===== config.mk =====
export PLATFORM = sky130hd
export DESIGN_NAME = mainfsm
export DESIGN_NICKNAME = d
export VERILOG_FILES = /design/src/rtl/mainfsm_pkg.sv /design/src/rtl/flopr.sv /design/src/rtl/mainfsm.sv
export SDC_FILE = /design/constraint.sdc
export NUM_CORES = 1
export LEC_CHECK = 0
export BUFFER_PORTS_ARGS = -buffer_cell sky130_fd_sc_hd__clkbuf_2
export CORE_AREA = 2 2 39 41
export CTS_BUF_LIST = sky130_fd_sc_hd__clkbuf_4
export DETAILED_ROUTE_END_ITERATION = 10
export DIE_AREA = 0 0 41 43
export PLACE_DENSITY = 0.51
export SYNTH_ARGS = -nofsm -noshare
export SYNTH_HDL_FRONTEND = slang
export SYNTH_SLANG_ARGS = --single-unit

===== constraint.sdc =====
create_clock -name clk -period 1.9 [get_ports clk]
set_input_delay 0.19 -clock clk [delete_from_list [all_inputs] [get_ports clk]]
set_output_delay 0.19 -clock clk [all_outputs]
set_load 0.1 [all_outputs]

===== src/rtl/mainfsm_pkg.sv =====
// Shared controller package: state encodings plus the ALU B and result mux codes.
package mainfsm_pkg;

  typedef enum logic [3:0] {
    S_FETCH    = 4'd0,
    S_DECODE   = 4'd1,
    S_MEMADR   = 4'd2,
    S_MEMRD    = 4'd3,
    S_MEMWB    = 4'd4,
    S_MEMWR    = 4'd5,
    S_EXECUTER = 4'd6,
    S_EXECUTEI = 4'd7,
    S_ALUWB    = 4'd8,
    S_BRANCH   = 4'd9,
    S_UNKNOWN  = 4'd10
  } state_e;

  localparam logic [1:0] SRCB_REG  = 2'b00;
  localparam logic [1:0] SRCB_IMM  = 2'b01;
  localparam logic [1:0] SRCB_FOUR = 2'b10;

  localparam logic [1:0] RES_ALUOUT = 2'b00;
  localparam logic [1:0] RES_DATA   = 2'b01;
  localparam logic [1:0] RES_ALU    = 2'b10;

endpackage


===== src/rtl/flopr.sv =====
// Generic resettable register: clears to zero on a synchronous active-high reset.
module flopr #(
  parameter int unsigned WIDTH = 8
) (
  input  logic             clk,
  input  logic             reset,
  input  logic [WIDTH-1:0] d,
  output logic [WIDTH-1:0] q
);

  // Register with synchronous clear.
  always_ff @(posedge clk) begin
    if (reset) begin
      q <= '0;
    end else begin
      q <= d;
    end
  end

endmodule


===== src/rtl/mainfsm.sv =====
// Multicycle controller main FSM (Moore): sequences fetch, decode, memory,
// ALU and branch steps; outputs depend on the state register alone.
module mainfsm (
  input  logic       clk,
  input  logic       reset,
  input  logic [1:0] Op,
  input  logic [5:0] Funct,
  output logic       IRWrite,
  output logic       AdrSrc,
  output logic       ALUSrcA,
  output logic [1:0] ALUSrcB,
  output logic [1:0] ResultSrc,
  output logic       ALUOp,
  output logic       NextPC,
  output logic       RegW,
  output logic       MemW,
  output logic       Branch,
  output logic [3:0] State
);
  import mainfsm_pkg::*;

  logic [3:0] state_d;
  logic [3:0] state_q;
  logic       unused_funct;

  // Only the I and L bits steer the sequence.
  assign unused_funct = ^Funct[4:1];

  flopr #(.WIDTH(4)) u_state (
    .clk   (clk),
    .reset (reset),
    .d     (state_d),
    .q     (state_q)
  );

  // Next-state logic; Op/Funct are consulted only in DECODE and MEMADR.
  always_comb begin
    state_d = S_FETCH;
    case (state_q)
      S_FETCH:  state_d = S_DECODE;
      S_DECODE: begin
        case (Op)
          2'b00: begin
            if (Funct[5]) begin
              state_d = S_EXECUTEI;
            end else begin
              state_d = S_EXECUTER;
            end
          end
          2'b01:   state_d = S_MEMADR;
          2'b10:   state_d = S_BRANCH;
          default: state_d = S_UNKNOWN;
        endcase
      end
      S_MEMADR: begin
        if (Funct[0]) begin
          state_d = S_MEMRD;
        end else begin
          state_d = S_MEMWR;
        end
      end
      S_MEMRD:    state_d = S_MEMWB;
      S_EXECUTER: state_d = S_ALUWB;
      S_EXECUTEI: state_d = S_ALUWB;
      default:    state_d = S_FETCH;
    endcase
  end

  // Output decode; UNKNOWN and encodings 11-15 leave every output low.
  always_comb begin
    IRWrite   = 1'b0;
    AdrSrc    = 1'b0;
    ALUSrcA   = 1'b0;
    ALUSrcB   = SRCB_REG;
    ResultSrc = RES_ALUOUT;
    ALUOp     = 1'b0;
    NextPC    = 1'b0;
    RegW      = 1'b0;
    MemW      = 1'b0;
    Branch    = 1'b0;
    case (state_q)
      S_FETCH: begin
        IRWrite   = 1'b1;
        NextPC    = 1'b1;
        ALUSrcA   = 1'b1;
        ALUSrcB   = SRCB_FOUR;
        ResultSrc = RES_ALU;
      end
      S_DECODE: begin
        ALUSrcA   = 1'b1;
        ALUSrcB   = SRCB_FOUR;
        ResultSrc = RES_ALU;
      end
      S_MEMADR: ALUSrcB = SRCB_IMM;
      S_MEMRD:  AdrSrc  = 1'b1;
      S_MEMWB: begin
        ResultSrc = RES_DATA;
        RegW      = 1'b1;
      end
      S_MEMWR: begin
        AdrSrc = 1'b1;
        MemW   = 1'b1;
      end
      S_EXECUTER: ALUOp = 1'b1;
      S_EXECUTEI: begin
        ALUSrcB = SRCB_IMM;
        ALUOp   = 1'b1;
      end
      // Data-processing write-back lands here so delayed FlagWrite aligns.
      S_ALUWB: RegW = 1'b1;
      S_BRANCH: begin
        ALUSrcB   = SRCB_IMM;
        ResultSrc = RES_ALU;
        Branch    = 1'b1;
      end
      default: begin
        IRWrite = 1'b0;
      end
    endcase
  end

  assign State = state_q;

endmodule


# Word level (Yosys, flattened, before mapping)
# Cells that the tools add are included.
# totals
out_inout_bits,16
word_cells,33
in_bits,10
reg_bits,4
# classes
n_eq_ne,11
muxes,13
n_reduce_logical,8
# ops
op,count
one-hot mux 4 bit (5 select lines),1
== test 4 x 3 -> 1 bit (second input constant),4
one-hot mux 4 bit (3 select lines),1
== test 4 x 2 -> 1 bit (second input constant),2
== test 4 bit (second input constant),2
2-to-1 mux 1 bit,8
one-hot mux 2 bit (2 select lines),2
OR reduction 2 bit,4
OR reduction 3 bit,2
== test 4 x 1 -> 1 bit (second input constant),1
zero test 4 bit,1
2-to-1 mux 3 bit,1
== test 2 x 1 -> 1 bit (second input constant),1
== test 2 bit (second input constant),1
zero test 2 bit,1

# Logic depth before layout (Yosys ltp)
# logic_depth
ltp_word,3
mapped_depth,4
depth_no_buf,3

# Hierarchy
# Synthesis repeated with hierarchy kept, for this count alone.
# unflattened
hier_cells,46
area_unflattened_um2,329.1
# modules_own_cells
module,instances,area_each_um2,seq_area_each_um2,cells_per_inst
mainfsm,1,224.0,0.0,38
flopr,1,105.1,80.1,8

# Worst setup path before layout
# OpenSTA, ideal clock, no wires.
# synth_timing
path_type,reg2out
from,reg u_state.q[1]
to,out NextPC
stages_incl_launch_ff,5
path_buffers,3
arrival_time_ns,4.725
required_ns,1.710
setup_slack_ns,-3.015
path_cell_list,dfxtp_1 buf_2 buf_2 nor4_1 buf_4
# synth_between
elab_chain_cells,2
# synth_rtl
element,line_no,text
"start, declared",flopr.sv:8,output logic [WIDTH-1:0] q
"start signal, assigned",flopr.sv:14,q <= '0;
"start signal, assigned",flopr.sv:16,q <= d;
zero test 4 bit,n/a,
2-to-1 mux 1 bit,n/a,
"end, declared",mainfsm.sv:14,"output logic NextPC,"
# No other way between the ends.

# Worst setup path after layout
# layout_timing
from,reg u_state.q[1]
to,out ALUSrcB[0]
# layout_between
elab_chain_cells,3
elab_cells_between_ends,8
cone_classes,eq/ne (4); mux (1); reduce/logical (3)
# layout_rtl
element,line_no,text
== test 4 bit (tied with other cells),mainfsm.sv:81,case (state_q)
OR reduction 3 bit (no line) / OR reduction 2 bit (equally long branches),n/a,
one-hot mux 2 bit (2 select lines) (*),mainfsm.sv:81,
"end, declared",mainfsm.sv:11,"output logic [1:0] ALUSrcB,"
# Every way passes the cells marked *; elsewhere a longest branch is shown, timed or not.

==> flow_summary_export.csv <==
group,metric,value,unit
run_status,status,"complete, no violations",
critical_path,cp.required,1710,ps
floorplan,design.core.area,1380,um2
final_layout,antenna_cells,0,
global_route,antenna_found_initial,0,
detailed_routing,wl_per_cell,10.1,um
place,numPortBuffers,21,
clock_tree,postCtsHoldBufs,0,
critical_path,r2r-start,"u_state.q[3]",
global_route,grt_pass1_wl,1.43,mm
detailed_routing,vias_per_cell,4.75,
global_route,grt_max_degree,18,
yosys,ys.flop_type,"dfxtp_1",
timing,tightest_slew,541,ps
power,power,0.000671,W
yosys,yosysSeqAreaShare,24.3,%
final_layout,drive_above_1_share,65.6,%
run,cap_violations,0,
place,dp_hpwl,592,um
critical_path,worstSetupEndpointType,"primary output",
yosys,synth_common_cells,"dfxtp_1 (4), nand2b_1 (4), nor2_1 (4), nor3_1 (4), a21oi_1 (3)",
yosys,synth_top_family_by_area,"simple AND/OR/NAND/NOR gates",
timing,setup_viol,0,
timing,rsz0062_at_grt,"no",
worst_hold_path,min_from,"reset",
detailed_routing,drc,0,
global_route,grt_usage,12.7,%
yosys,syn-mean-instance-area,7.65,um2
final_layout,nNetsFinal,73,
final_layout,fillers,150,
clock_tree,cts_tree,"done",
yosys,synth_fa_ha_area_share,0,%
detailed_routing,vias,366,
power,leakagePower,0.243,nW
clock_tree,clockBufferDepth,2,
critical_path,critPathKind,"flip-flop to primary output",
yosys,synthCells,43,
global_route,grt_overflow_total,0,
yosys,synth_edf_count,0,
clock_tree,numCtsBuffers,3,
critical_path,cp.arrival,1570,ps
final_layout,reg_top3,"u_state.q x4",
floorplan,io_pins,26,
clock_tree,clockRootBuffer,"clkbuf_4",
clock_tree,cts_setup_buffers,0,
yosys,synth_compound_area_share,13.7,%
global_route,grt_pass1_vias,323,
clock_tree,ctsResizeCount,0,
yosys,synth.area.top_cells,"dfxtp_1 (24%), nand2b_1 (7.6%), buf_6 (6.8%)",
timing,fin_skew,3.95,ps
yosys,synthArstFlopShare,0,%
critical_path,r2r-end,"u_state.q[2]",
floorplan,start_util,23.8,%
critical_path,setup.worst_path.start,"u_state.q[1]",
yosys,yosysUniqueCellTypes,21,
critical_path,worstPathMaxFanout,17,
timing,period_needed,1760,ps
worst_hold_path,min_delay_path_depth,2,
timing,maxSlewViolCount,0,
final_layout,regArea,95.1,um2
yosys,synth-seq-cells,4,
clock_tree,clock_sinks,4,
yosys,synth_top_area_cell,"dfxtp_1",
floorplan,num_rows,14,
critical_path,critPathLaunchType,"flip-flop",
final_layout,syn2layout_area_growth,79.8,%
power,power.density,1130,nW/um2
detailed_routing,firstDrtPassIters,3,
floorplan,die_y,43,um
yosys,yosys_warnings,0,
detailed_routing,drtAntennaViolNets,0,
detailed_routing,wl,780,um
power,vdd_drop_max,0.538,mV
clock_tree,worstSkewPairLatency,240,ps
timing,min_period_over_period,92.4,%
yosys,synth-xor-area-share,5.32,%
clock_tree,htreeDepth,1,
final_layout,multiInputGateArea,308,um2
timing,max_freq,569,MHz
floorplan,die_area,1760,um2
worst_hold_path,holdPathEnd,"u_state.q[3]",
yosys,synth.area.mux_share,0,%
worst_hold_path,hold_class,"input port to flip-flop",
yosys,syn_area,329,um2
yosys,synth_nets,53,
yosys,netlist.area_leader.share,24.3,%
timing,hold_violations,0,
floorplan,die_w,41,um
detailed_routing,drtIter0Drc,7,
timing,relSlewSlack,64.1,%
critical_path,reg2reg_slack,860,ps
timing,whs,130,ps
final_layout,largest_register_ffs,4,
final_layout,top_register,"u_state.q",
critical_path,worstRegToRegCells,2,
place,place_congestion,0.659,
yosys,yosys.area_share.simple,42.2,%
clock_tree,cts.reportedPaths.clkPinSlew,40,ps
==> power breakdown <==
| part | internal, W | switching, W | leakage (nW) | total (W) |
|---|---|---|---|---|
| logic | 0.000101 | 0.000328 | 0.194 | 0.000429 |
| clock network | 0.0000706 | 0.0000342 | 0.0138 | 0.000105 |
| registers | 0.0000931 | 0.0000436 | 0.0356 | 0.000137 |
==> metal layers <==
metal / vias up / wire (um) / global-route usage [%]
li1: 186 / - / -
met1: 163 / 333 / 16.6
met2: 15 / 365 / 15.9
met3: 2 / 68 / 7.85
met4: 0 / 13 / 6.00
met5: - / 0 / 0
==> cells by family (layout without fill, tap and decap cells) <==
group,Yosys count,count (layout)
DFF,4,4
AOI/OAI and AO/OA,7,7
buffers and inverters,7,25
and+or+nand+nor,23,23
xor gates and xnor gates,2,2
==> layout make-up <==
cell class                      instances  area share, %
Inverter                                1          0.634
Timing Repair Buffer                   21           24.1
Sequential cell                         4           16.1
Clock buffer                            3           3.81
Multi-Input combinational cell         32           52.0
Tap cell                               16           3.38
==> layout by cell type, fill, tap and decap left out, drive strengths merged <==
cell type	synthesis	layout
a211oi	1	1
a21oi	3	3
buf	5	5
clkbuf	1	19
dfxtp	4	4
inv	1	1
nand2	2	2
nand2b	4	4
nand3	2	2
nand3b	2	2
nor2	4	4
nor3	4	4
nor3b	2	2
nor4	1	1
o211ai	1	1
o21ai	2	2
or3	1	1
or4b	1	1
xnor2	2	2
==> metrics by stage <==
stage | setup TNS, ps | std cells | utilization [%] | instance area, um2 | worst slack (ps)
after floorplan | -822 | 43 | - | 492 | -429
after global placement | 0 | 74 | 41.1 | 569 | 391
after detailed placement | 0 | 74 | 41.1 | 569 | 381
after CTS | 0 | 77 | 42.8 | 592 | 126
after global routing | 0 | 77 | 42.8 | 592 | 60.1
final | 0 | 77 | 42.8 | 592 | 144
==> worst max-delay path, stage by stage (launching register included) <==
cell	delay, ps
dfxtp_4	510
or4b_4	520
o211ai_4	110
buf_12	200
==> how the worst max path moves through the flow <==
stage                      end  slack (ps)  cells past startpoint
floorplan               NextPC        -430                      3
global placement    ALUSrcB[0]         390                      3
detailed placement  ALUSrcB[0]         380                      3
CTS                 ALUSrcB[0]         130                      3
global route            AdrSrc          60                      3
finish              ALUSrcB[0]         140                      3
(Power assumes the default switching activity.)
